[config.mk]
export PLATFORM = sky130hd
export DESIGN_NAME = rv_fetch
export DESIGN_NICKNAME = d
export VERILOG_FILES = /design/src/rtl/rv_pkg.sv /design/src/rtl/rv_fetch_fifo.sv /design/src/rtl/rv_fetch.sv
export SDC_FILE = /design/constraint.sdc
export NUM_CORES = 1
export LEC_CHECK = 0
export BUFFER_PORTS_ARGS = -buffer_cell sky130_fd_sc_hd__buf_4
export CORE_ASPECT_RATIO = 1.75
export CORE_MARGIN = 5
export CORE_UTILIZATION = 51
export DETAILED_ROUTE_END_ITERATION = 10
export GPL_TIMING_DRIVEN = 1
export MAX_ROUTING_LAYER = met4
export PLACE_DENSITY_LB_ADDON = 0.05
export SYNTH_ARGS = -nofsm -noshare
export SYNTH_HDL_FRONTEND = slang
export SYNTH_HIERARCHICAL = 1
export SYNTH_SLANG_ARGS = --single-unit
export TNS_END_PERCENT = 5
[constraint.sdc]
create_clock -name clk_i -period 7 [get_ports clk_i]
set_input_delay 0.7 -clock clk_i [delete_from_list [all_inputs] [get_ports clk_i]]
set_output_delay 0.7 -clock clk_i [all_outputs]
set_load 0.03 [all_outputs]
[src/rtl/rv_pkg.sv]
// Shared fetch-path types and constants.
package rv_pkg;

    localparam int unsigned INSTR_BYTES = 4;

    typedef enum logic [1:0] {
        IDLE  = 2'd0,
        REQ   = 2'd1,
        WAIT  = 2'd2,
        STALL = 2'd3
    } fetch_state_e;

    function automatic logic [31:0] word_align(input logic [31:0] addr);
        return addr & ~32'(INSTR_BYTES - 1);
    endfunction

endpackage

[src/rtl/rv_fetch_fifo.sv]
// Instruction buffer: registered head, flush clears occupancy; push+pop legal when full.
// Latency: push visible at data_o one cycle later; pop refused when empty, push refused when full without pop.
module rv_fetch_fifo #(
    parameter int DEPTH = 2,
    parameter int WIDTH = 64
) (
    input  logic             clk_i,
    input  logic             rst_ni,
    input  logic             flush_i,
    input  logic             push_i,
    input  logic [WIDTH-1:0] data_i,
    input  logic             pop_i,
    output logic [WIDTH-1:0] data_o,
    output logic             empty_o,
    output logic             full_o,
    output logic             almost_full_o
);

    localparam int PTR_W = (DEPTH > 1) ? $clog2(DEPTH) : 1;
    localparam int CNT_W = $clog2(DEPTH + 1);
    localparam logic [PTR_W-1:0] PTR_LAST = PTR_W'(DEPTH - 1);
    localparam logic [CNT_W-1:0] CNT_FULL = CNT_W'(DEPTH);
    localparam logic [CNT_W-1:0] CNT_LAST = CNT_W'(DEPTH - 1);

    logic [WIDTH-1:0] mem_q [DEPTH];
    logic [PTR_W-1:0] wr_ptr_q, rd_ptr_q;
    logic [CNT_W-1:0] cnt_q;
    logic             do_push, do_pop;

    function automatic logic [PTR_W-1:0] ptr_inc(input logic [PTR_W-1:0] p);
        return (p == PTR_LAST) ? '0 : p + PTR_W'(1);
    endfunction

    assign empty_o       = (cnt_q == '0);
    assign full_o        = (cnt_q == CNT_FULL);
    assign almost_full_o = (cnt_q == CNT_LAST);
    assign data_o        = mem_q[rd_ptr_q];

    assign do_pop  = pop_i && !empty_o;
    assign do_push = push_i && (!full_o || do_pop);

    always_ff @(posedge clk_i or negedge rst_ni) begin
        if (!rst_ni) begin
            wr_ptr_q <= '0;
            rd_ptr_q <= '0;
            cnt_q    <= '0;
            for (int i = 0; i < DEPTH; i++) begin
                mem_q[i] <= '0;
            end
        end else if (flush_i) begin
            wr_ptr_q <= '0;
            rd_ptr_q <= '0;
            cnt_q    <= '0;
        end else begin
            if (do_push) begin
                mem_q[wr_ptr_q] <= data_i;
                wr_ptr_q        <= ptr_inc(wr_ptr_q);
            end
            if (do_pop) begin
                rd_ptr_q <= ptr_inc(rd_ptr_q);
            end
            unique case ({do_push, do_pop})
                2'b10:   cnt_q <= cnt_q + CNT_W'(1);
                2'b01:   cnt_q <= cnt_q - CNT_W'(1);
                default: cnt_q <= cnt_q;
            endcase
        end
    end

endmodule

[src/rtl/rv_fetch.sv]
// Instruction fetch: one outstanding imem request, responses buffered in rv_fetch_fifo, redirect flushes.
// Optional RV_FETCH_ALIGN_CHECK_EN: misaligned redirect raises sticky fetch_fault_o and parks the FSM in IDLE.
module rv_fetch
    import rv_pkg::*;
#(
    parameter logic [31:0] BOOT_ADDR  = 32'h0000_0000,
    parameter int          FIFO_DEPTH = 2
) (
    input  logic        clk_i,
    input  logic        rst_ni,
    output logic        imem_req_o,
    output logic [31:0] imem_addr_o,
    input  logic        imem_gnt_i,
    input  logic        imem_rvalid_i,
    input  logic [31:0] imem_rdata_i,
    output logic [31:0] instr_o,
    output logic [31:0] pc_o,
    output logic        instr_valid_o,
    input  logic        instr_ready_i,
`ifdef RV_FETCH_ALIGN_CHECK_EN
    output logic        fetch_fault_o,
`endif
    input  logic        branch_i,
    input  logic [31:0] branch_pc_i,
    input  logic [31:0] branch_offset_i
);

    fetch_state_e state_q;
    logic [31:0]  fetch_pc_q, pend_addr_q;
    logic         req_q, discard_q, fault_q;

    logic [31:0]  target_raw, target;
    logic         redirect_fault;
    logic         fifo_push, fifo_pop, fifo_empty, fifo_full, fifo_almost_full;
    logic         fill_on_push;
    logic [63:0]  fifo_head;

    assign target_raw = branch_pc_i + branch_offset_i;

`ifdef RV_FETCH_ALIGN_CHECK_EN
    assign target         = target_raw;
    assign redirect_fault = |target_raw[1:0];
    assign fetch_fault_o  = fault_q;
`else
    assign target         = word_align(target_raw);
    assign redirect_fault = 1'b0;
`endif

    // A redirect always kills whatever response is in flight, so never push during one.
    assign fifo_push    = (state_q == WAIT) && imem_rvalid_i && !discard_q && !branch_i;
    assign fifo_pop     = instr_valid_o && instr_ready_i;
    assign fill_on_push = fifo_almost_full && !fifo_pop;

    rv_fetch_fifo #(
        .DEPTH (FIFO_DEPTH),
        .WIDTH (64)
    ) u_fifo (
        .clk_i         (clk_i),
        .rst_ni        (rst_ni),
        .flush_i       (branch_i),
        .push_i        (fifo_push),
        .data_i        ({pend_addr_q, imem_rdata_i}),
        .pop_i         (fifo_pop),
        .data_o        (fifo_head),
        .empty_o       (fifo_empty),
        .full_o        (fifo_full),
        .almost_full_o (fifo_almost_full)
    );

    assign imem_req_o    = req_q;
    assign imem_addr_o   = fetch_pc_q;
    assign instr_valid_o = !fifo_empty;
    assign pc_o          = fifo_head[63:32];
    assign instr_o       = fifo_head[31:0];

    always_ff @(posedge clk_i or negedge rst_ni) begin
        if (!rst_ni) begin
            state_q     <= IDLE;
            req_q       <= 1'b0;
            fetch_pc_q  <= BOOT_ADDR;
            pend_addr_q <= '0;
            discard_q   <= 1'b0;
            fault_q     <= 1'b0;
        end else if (branch_i) begin
            fetch_pc_q <= target;
            if (redirect_fault) begin
                fault_q   <= 1'b1;
                state_q   <= IDLE;
                req_q     <= 1'b0;
                discard_q <= 1'b0;
            end else begin
                unique case (state_q)
                    IDLE: begin
                        state_q <= fault_q ? IDLE : REQ;
                        req_q   <= !fault_q;
                    end
                    REQ: begin
                        if (imem_gnt_i) begin
                            state_q   <= WAIT;
                            req_q     <= 1'b0;
                            discard_q <= 1'b1;
                        end
                    end
                    WAIT: begin
                        if (imem_rvalid_i) begin
                            state_q   <= REQ;
                            req_q     <= 1'b1;
                            discard_q <= 1'b0;
                        end else begin
                            discard_q <= 1'b1;
                        end
                    end
                    STALL: begin
                        state_q <= REQ;
                        req_q   <= 1'b1;
                    end
                    default: ;
                endcase
            end
        end else begin
            unique case (state_q)
                IDLE: begin
                    state_q <= fault_q ? IDLE : REQ;
                    req_q   <= !fault_q;
                end
                REQ: begin
                    if (imem_gnt_i) begin
                        state_q     <= WAIT;
                        req_q       <= 1'b0;
                        pend_addr_q <= fetch_pc_q;
                        fetch_pc_q  <= fetch_pc_q + INSTR_BYTES;
                    end
                end
                WAIT: begin
                    if (imem_rvalid_i) begin
                        discard_q <= 1'b0;
                        if (discard_q || !fill_on_push) begin
                            state_q <= REQ;
                            req_q   <= 1'b1;
                        end else begin
                            state_q <= STALL;
                        end
                    end
                end
                STALL: begin
                    if (!fifo_full || fifo_pop) begin
                        state_q <= REQ;
                        req_q   <= 1'b1;
                    end
                end
                default: ;
            endcase
        end
    end

endmodule
Yosys cells after proc, flatten, opt, wreduce, memory -nomap -nowiden
Index checks and enable logic that the tools add are counted.

storage, ports and cells
  flip-flop bits (word level) = 200
  bits in latches = 0
  RAM bits = 0
  ROM bits = 0
  input bits = 102
  output and inout bits = 98
  memories kept = 0

cells by class
  $add $sub $neg = 6
  multiply operators = 0
  divide/modulo/power cells = 0
  order comparisons = 3
  equality and inequality tests = 11
  shifts and indexed selects = 0
  muxes and demuxes = 39
  bitwise logic cells = 3
  reductions and logical operators = 34

operator list
  kind                                                 number
  two-way mux 64 bit                                   4
  bitwise mux 128 bit                                  1
  two-way mux 32 bit                                   3
  demux 64 bit (select 1 bit)                          1
  adder 32 x 3 -> 32 bit, second input constant        1
  adder 32 bit                                         1
  two-way mux 1 bit                                    17
  two-way mux 2 bit                                    7
  nonzero test 2 bit                                   7
  equality test 2 bit, second input constant           4
  logical AND 1 bit                                    8
  one-hot mux 2 bit (4 select lines)                   1
  equality test 2 x 1 -> 1 bit, second input constant  3
  zero test 1 bit                                      6
  inequality test 3 bit, second input constant         2
  one-hot mux 2 bit (3 select lines)                   1
  AND reduction 2 bit                                  3
  AND reduction 3 bit                                  2
  >= comparator 2 bit, second input constant           2
  zero test 2 bit                                      2
  inverter 1 -> 2 bit                                  2
  one-hot mux 1 bit (4 select lines)                   1
  one-hot mux 2 bit (2 select lines)                   1
  AND reduction 4 bit                                  1
  other kinds (12)                                     15

Logic depth before layout (Yosys ltp)
Gate-level depths: netlist of run 1.

  depth in word-level cells = 11
  gate-level depth with buffers = 11
  mapped depth without buffers = 10

Cells and area by module
The synthesis of run 1 kept the hierarchy.

modules (own cells, without submodules)
  module         times used  cells each  area an instance (um2)
  rv_fetch_fifo  1           370         6063.3
  rv_fetch       1           479         4461.8

Worst setup path after synthesis of run 1
No wires, ideal clock.

  path type = input -> register
  from = input port branch_i
  to = register u_fifo/mem_q[10] (netlist bit)
  arrival = 2.504 ns
  required time = 6.875 ns
  path slack = 4.371 ns
  cell stages on the path = 7
  path through = clkbuf_1 clkbuf_1 nor3_1 inv_1 a211oi_4 buf_6 mux2_4

between the ends
  word-level cells in the longest chain between the ends = 4
  elaborated cells on any way between the ends = 5

ends and longest elaborated chain
  element                               RTL line             source
  start, declared                       rv_fetch.sv:23       input logic branch_i,
  zero test 1 bit                       rv_fetch.sv:50       assign fifo_push = (state_q == WAIT) && imem_rvalid_i && !discard_q && !branch_i;
  logical AND 1 bit                     rv_fetch.sv:50
  net fifo_push                         rv_fetch.sv:34       logic fifo_push, fifo_pop, fifo_empty, fifo_full, fifo_almost_full;
  logical AND 1 bit                     rv_fetch_fifo.sv:40  assign do_push = push_i && (!full_o || do_pop);
  AND reduction 2 bit (no source line)  -
  end signal, assigned by index         rv_fetch_fifo.sv:56  mem_q[wr_ptr_q] <= data_i;
  end, declared                         rv_fetch_fifo.sv:25  logic [WIDTH-1:0] mem_q [DEPTH];

The timed path passes the listed nets, and every way through them passes these cells.
A chain may end at the register's enable or synchronous reset.

Worst setup path in the final report of run 1
  from = register u_fifo.rd_ptr_q
  to = output port pc_o[20]

between the ends
  word-level cells in the longest chain between the ends = 4

ends and longest elaborated chain
  element                                                 RTL line             source
  start, declared                                         rv_fetch_fifo.sv:26  logic [PTR_W-1:0] wr_ptr_q, rd_ptr_q;
  start signal, assigned                                  rv_fetch_fifo.sv:60  rd_ptr_q <= ptr_inc(rd_ptr_q);
  inverter 1 -> 2 bit (implied by the code)               rv_fetch_fifo.sv:37  assign data_o = mem_q[rd_ptr_q];
  two-way mux 64 bit (implied by the code) (3 in series)  rv_fetch_fifo.sv:37
  end, declared                                           rv_fetch.sv:17       output logic [31:0] pc_o,

Every way passes these cells. The select of a mux whose other input is x is not followed.

==> metrics.yaml, run 1 <==
routing:
  routed_wl_um: 22200
  drc: 0
  avgRoutedWirePerCell_um: 17.2
  vias_per_cell: 5.47
  via_count: 7097
  ant_nets: 0
  initialDrtViolationCount: 250
  dr.pass1.iters: 6
cts:
  clock-root-buffer: "clkbuf_16"
  cts_hold_repair.buffers: 0
  numCtsBuffers: 17
  clock-sinks: 196
  cts_tree: "done"
  clock_path_buffers: 2
  path_clk_slew_ps: 70
  post_cts_buffers: 0
  clk_latency_ps: 420
  htreeDepth: 4
  cts-resized-gates: 0
critical_path:
  cp_max_fo: 45
  crit_type: "register to primary output"
  rr_startpoint: "u_fifo/cnt_q[0]"
  critical-path-top-delay-family: "buffers and inverters"
  endpoint_kind: "primary output"
  reg2regPathDepth: 7
  start_kind: "register"
  slowest_stage: "dfrtp_2"
  crit_chain: "buf_4, mux2_2, buf_4"
  timing.rr.end: "u_fifo/mem_q[69]"
  cp_data_required_time_ps: 6300
  r2r_slack_ps: 4150
  cpMostUsedCell: "buf_4"
  critPathBufInv: 2
  critical_path_arrival_ps: 2410
  max_stage_delay_ps: 700
placed_design:
  port_buffers: 197
  dp.cells: 1265
  hpwl_um: 16100
  routabilityCongestion: 0.883
power:
  seqPwrFrac_pct: 42.9
  comb_power_share_pct: 29.2
  leakagePower_nw: 6.26
  p_sw_share_pct: 32.4
  switchingPower_mw: 1.15
  cellPowerDensity_mw_per_mm2: 278
  clock_power_share_pct: 27.9
  ir_drop_v: 0.000199
  intPower_mw: 2.40
timing:
  rsz0062_at_grt: "no"
  slew_headroom_pct: 44.1
  tightest_slew_ps: 838
  fmax_ghz: 0.322
  final_hold_viol_count: 0
  period_minus_slack_ps: 3110
  drv_slew: 0
  finalClockSkew_ps: 9.77
  setup_viol: 0
  fin_tns_setup_ps: 0
  finalCritPeriodShare_pct: 44.4
logic_synthesis:
  synth_edf_count: 0
  yosysTopAreaCell: "dfrtp_1"
  seq_area_frac_synth_pct: 46.6
  yosys.area.top_type_share_pct: 46.6
  ys_ff_latch: 196
  netlist_area_sq_mm: 0.0105
  synth_cells: 849
  ys_top_cells_by_area: "dfrtp_1 47%, mux2_2 13%, mux2_4 7.1%"
  synth.avg_cell_area_sq_um: 12.4
  yosysWarnings: 6
  ys_async_sr_fraction_pct: 100
  yosysUniqueCellTypes: 70
  ys.flop_type: "dfrtp_1"
global_routing:
  antenna_found_initial: 0
  grt_pass1_vias: 7409
  grt_max_degree: 69
  grt_pass1_wl_um: 36700
  grtUsageTotal_pct: 19.4
  overflow: 0
die:
  fp-row-count: 69
  die_y_um: 200
  die_w_um: 119
  io_pins: 200
  start_util_pct: 51.9
  floorplan.die_area_sq_mm: 0.0237
  coreArea_sq_mm: 0.0203
final_layout:
  num_antenna_cells: 0
  final_common_cell: "buf_4"
  drive_gt1_share_pct: 41.1
  multi_input_area_sq_mm: 0.00531
  num-fill-cells: 1687
  regArea_sq_mm: 0.00491
  final_cells: 1297
  nets: 1175
  syn_to_final_growth_pct: 21.0
  final_cell_mix: "204 x buf_4, 195 x dfrtp_1, 123 x mux2_2, 50 x mux2_4, 49 x mux2_1"
job:
  drv_cap: 0
status:
  outcome: "completed"
hold_path:
  hp-class: "primary input to asynchronous set/reset pin"
-- power by group through the flow --
stage          Sequential (mW)  Clock [mW]  Combinational (mW)
2_1_floorplan             1.55           0               0.635
3_3_place_gp              1.53           0                1.03
3_5_place_dp              1.54           0                1.04
4_1_cts                   1.52        1.02                1.05
5_1_grt                   1.55        1.06                1.13
6_report                  1.52       0.989                1.03
-- cell type report --
type	instances	share of cell area [%]
multi-input cells	599	41.7
flip-flops and latches	196	38.5
repair buffers	205	12.1
clock buffers	20	3.51
well taps	248	2.44
clock inverters	12	1.22
inverters	17	0.501
-- routing by layer --
metal | wire [um] | up-vias | global-route usage, % | part of all wire, %
met5 | 0 | - | - | 0
met4 | 314 | 0 | 6.01 | 1.4
met3 | 995 | 17 | 3.47 | 4.5
met2 | 11500 | 164 | 33.4 | 52
met1 | 9430 | 3502 | 23.2 | 42
li1 | - | 3414 | - | -
-- worst register-to-register path, cell delays in order, from the launching register on --
cell       delay, ps
dfrtp_1          370
inv_1             90
ha_1             270
nor2b_1          450
nand2b_4         180
a2111oi_4        400
buf_4            580
mux2_1           410
-- per-stage QoR --
stage               power [mW]  cell area, sq um  util (%)  setup WS [ps]  hold WS, ps
floorplan                 2.19             10500         -           4370          404
global placement          2.56             12100      59.8           3960          463
detailed placement        2.58             12100      59.8           3900          471
CTS                       3.59             12700      62.8           3830          264
global route              3.74             12700      62.8           3800          289
finish                    3.54             12700      62.8           3890          249
-- synth_stat cells (10+ instances only) --
cell type / count
a21o_1: 10
a21oi_1: 33
and3_1: 10
buf_6: 13
clkbuf_1: 19
dfrtp_1: 196
ha_1: 37
inv_1: 16
mux2_1: 49
mux2_2: 123
mux2_4: 50
nand2_1: 39
nand3_1: 16
nand4_1: 15
nor2_1: 38
o21ai_0: 29
xnor2_1: 37
xor2_1: 16
-- sequential cells by signal, summed over array words and instances, names as in the netlist --
signal / flops
u_fifo/rd_ptr_q: 1
u_fifo/mem_q: 128
pend_addr_q: 30
imem_req_o: 1
imem_addr_o: 30
u_fifo/cnt_q: 2
state_q: 2
discard_q: 1
u_fifo/wr_ptr_q: 1
-- how the worst max path moves through the flow --
stage / from / endpoint / slack, ps / cells past startpoint
global route: u_fifo/rd_ptr_q / pc_o[11] / 3800 / 3
finish: u_fifo/rd_ptr_q / pc_o[20] / 3890 / 3
CTS: u_fifo/rd_ptr_q / pc_o[20] / 3830 / 3
global placement: branch_i / pend_addr_q[31] / 3960 / 5
detailed placement: branch_i / u_fifo/mem_q[69] / 3900 / 6
floorplan: branch_i / u_fifo/mem_q[10] / 4370 / 7
-- cells by family (layout without fill, tap and decap cells) --
group                      Yosys count  after routing  share of synthesized area (%)
DFF                                196            196                           46.6
AOI/OAI and AO/OA                  122            122                           7.80
adders and majority gates           37             37                           4.40
other                                1              6                         0.0356
xor gates and xnor gates            53             53                           4.41
muxes                              226            226                           25.9
and+or+nand+nor                    155            155                           7.68
buffers and inverters               59            254                           3.16
(Power assumes the default switching activity.)
==> inputs of run 2 (changes only) <==
- clock period: 7 -> 2.5 ns (I/O delays scaled with it)
==> run 2 against run 1 <==
Against the previous run: clock power rose to 2.6 times the previous value; flip-flop and latch count did not move; design area rose by 2.3%; sequential share of layout area fell by 0.85 points; power rose to 2.8 times the previous value; hold slack got worse by 210 ps.
==> metrics.yaml, run 2 (synthesized netlist as in run 1, its figures left out) <==
die:
  io_pins: 200
  die_y_um: 200
  fp-row-count: 69
  coreArea_sq_mm: 0.0203
  start_util_pct: 51.9
  die_w_um: 119
  floorplan.die_area_sq_mm: 0.0237
timing:
  period_minus_slack_ps: 2350
  drv_slew: 0
  tightest_slew_ps: 661
  final_hold_viol_count: 0
  hold_ws_ps: 42.8
  fin_tns_setup_ps: 0
  setup_viol: 0
  finalCritPeriodShare_pct: 93.9
  rsz0062_at_grt: "no"
  fmax_ghz: 0.426
  finalClockSkew_ps: 8.47
  slew_headroom_pct: 55.5
  postLayoutSetupSlackWorst_ps: 153
critical_path:
  start_kind: "register"
  cp_max_fo: 22
  endpoint_kind: "register"
  critical_path_arrival_ps: 2650
  cp_data_required_time_ps: 2800
  crit_type: "register to register"
placed_design:
  port_buffers: 197
  place_ws_ps: 9.18
  hpwl_um: 16500
  place_area_sq_mm: 0.0124
  routabilityCongestion: 0.862
global_routing:
  grt_pass1_vias: 7606
  antenna_found_initial: 0
  overflow: 0
  grt_pass1_wl_um: 38000
  grt_max_degree: 59
  grtUsageTotal_pct: 20.0
routing:
  routed_wl_um: 22700
  dr.pass1.iters: 5
  vias_per_cell: 5.44
  wl_met3_um: 997
  drt-met1-wl_um: 9800
  routed-wl-met2_um: 11600
  via_count: 7218
  ant_nets: 0
  initialDrtViolationCount: 301
  avgRoutedWirePerCell_um: 17.1
  drc: 0
  highest_layer: "met4"
hold_path:
  hp-class: "primary input to register"
cts:
  cts_tree: "done"
  clock-sinks: 196
  clock-root-buffer: "clkbuf_16"
  htreeDepth: 4
  clock_path_buffers: 2
  path_clk_slew_ps: 60
  numCtsBuffers: 17
  clk_latency_ps: 420
power:
  seqPwrFrac_pct: 43.3
  leakagePower_nw: 6.43
  p_sw_share_pct: 32.7
  total_power_mw: 9.81
  switchingPower_mw: 3.21
  comb_power_share_pct: 30.0
  ir_drop_v: 0.000562
  intPower_mw: 6.60
  clock_power_share_pct: 26.7
  cellPowerDensity_mw_per_mm2: 753
final_layout:
  syn_to_final_growth_pct: 23.7
  drive_gt1_share_pct: 43.0
  nets: 1206
  largest_reg_flops: 128
  regMostFlops: "u_fifo/mem_q"
  design_area_sq_mm: 0.0130
  num_antenna_cells: 0
  final_common_cell: "buf_4"
  num-fill-cells: 1665
  final_cell_mix: "227 x buf_4, 195 x dfrtp_1, 123 x mux2_2, 50 x mux2_4, 49 x mux2_1"
job:
  drv_cap: 0
status:
  outcome: "completed"
## run 2: through the flow
| step | cells | util, % |
|---|---|---|
| floorplan | 854 | - |
| global placement | 1291 | 61.1 |
| detailed placement | 1291 | 61.1 |
| CTS | 1323 | 63.9 |
| global route | 1327 | 64.2 |
| finish | 1327 | 64.2 |
## run 2: path summary, 6_finish.rpt
path                                   start           endpoint  slack, ps  cells after the start
setup / recovery             u_fifo/cnt_q[0]   u_fifo/mem_q[74]        150                      7
hold / removal                      branch_i    u_fifo/rd_ptr_q         40                      2
setup reg to reg             u_fifo/cnt_q[0]   u_fifo/mem_q[74]        150                      7
hold reg to reg            u_fifo/mem_q[100]  u_fifo/mem_q[100]        480                      1
max in group asynchronous             rst_ni   u_fifo/mem_q[39]       1380                      3
min in group asynchronous             rst_ni   u_fifo/mem_q[27]        320                      2
## run 2: critical path: stages (launching register included)
cell and delay [ps]:
dfrtp_1 380, inv_1 90, ha_1 210, nor2b_1 240, nand2b_4 140, a2111oi_4 400
buf_4 390, mux2_2 380
## run 2: layout make-up
type,count,area [sq um],area share [%]
repair buffers,236,1860,14.3
well taps,248,310,2.38
flip-flops and latches,196,4910,37.7
clock buffers,20,467,3.58
inverters,17,63.8,0.490
clock inverters,11,104,0.798
multi-input cells,599,5310,40.8
## run 2: timing repair
action,CTS,global route
hold buffers,1,0
hold endpoints to repair,44,0
setup buffers,0,3
gates resized for setup,0,6
setup endpoints to repair,0,121
## run 2: power by group through the flow
| stage | Clock, mW | Combinational (mW) | Sequential, mW |
|---|---|---|---|
| floorplan | 0 | 1.78 | 4.34 |
| global route | 2.84 | 3.23 | 4.34 |
| detailed placement | 0 | 2.97 | 4.31 |
| finish | 2.62 | 2.95 | 4.25 |
| CTS | 2.71 | 2.99 | 4.25 |
| global placement | 0 | 2.94 | 4.28 |
## run 2: per-layer routing
layer | vias to the layer above | track usage, %
li1 | 3478 | -
met1 | 3557 | 24.6
met2 | 165 | 34.1
met3 | 18 | 3.50
met4 | 0 | 5.84
met5 | - | -
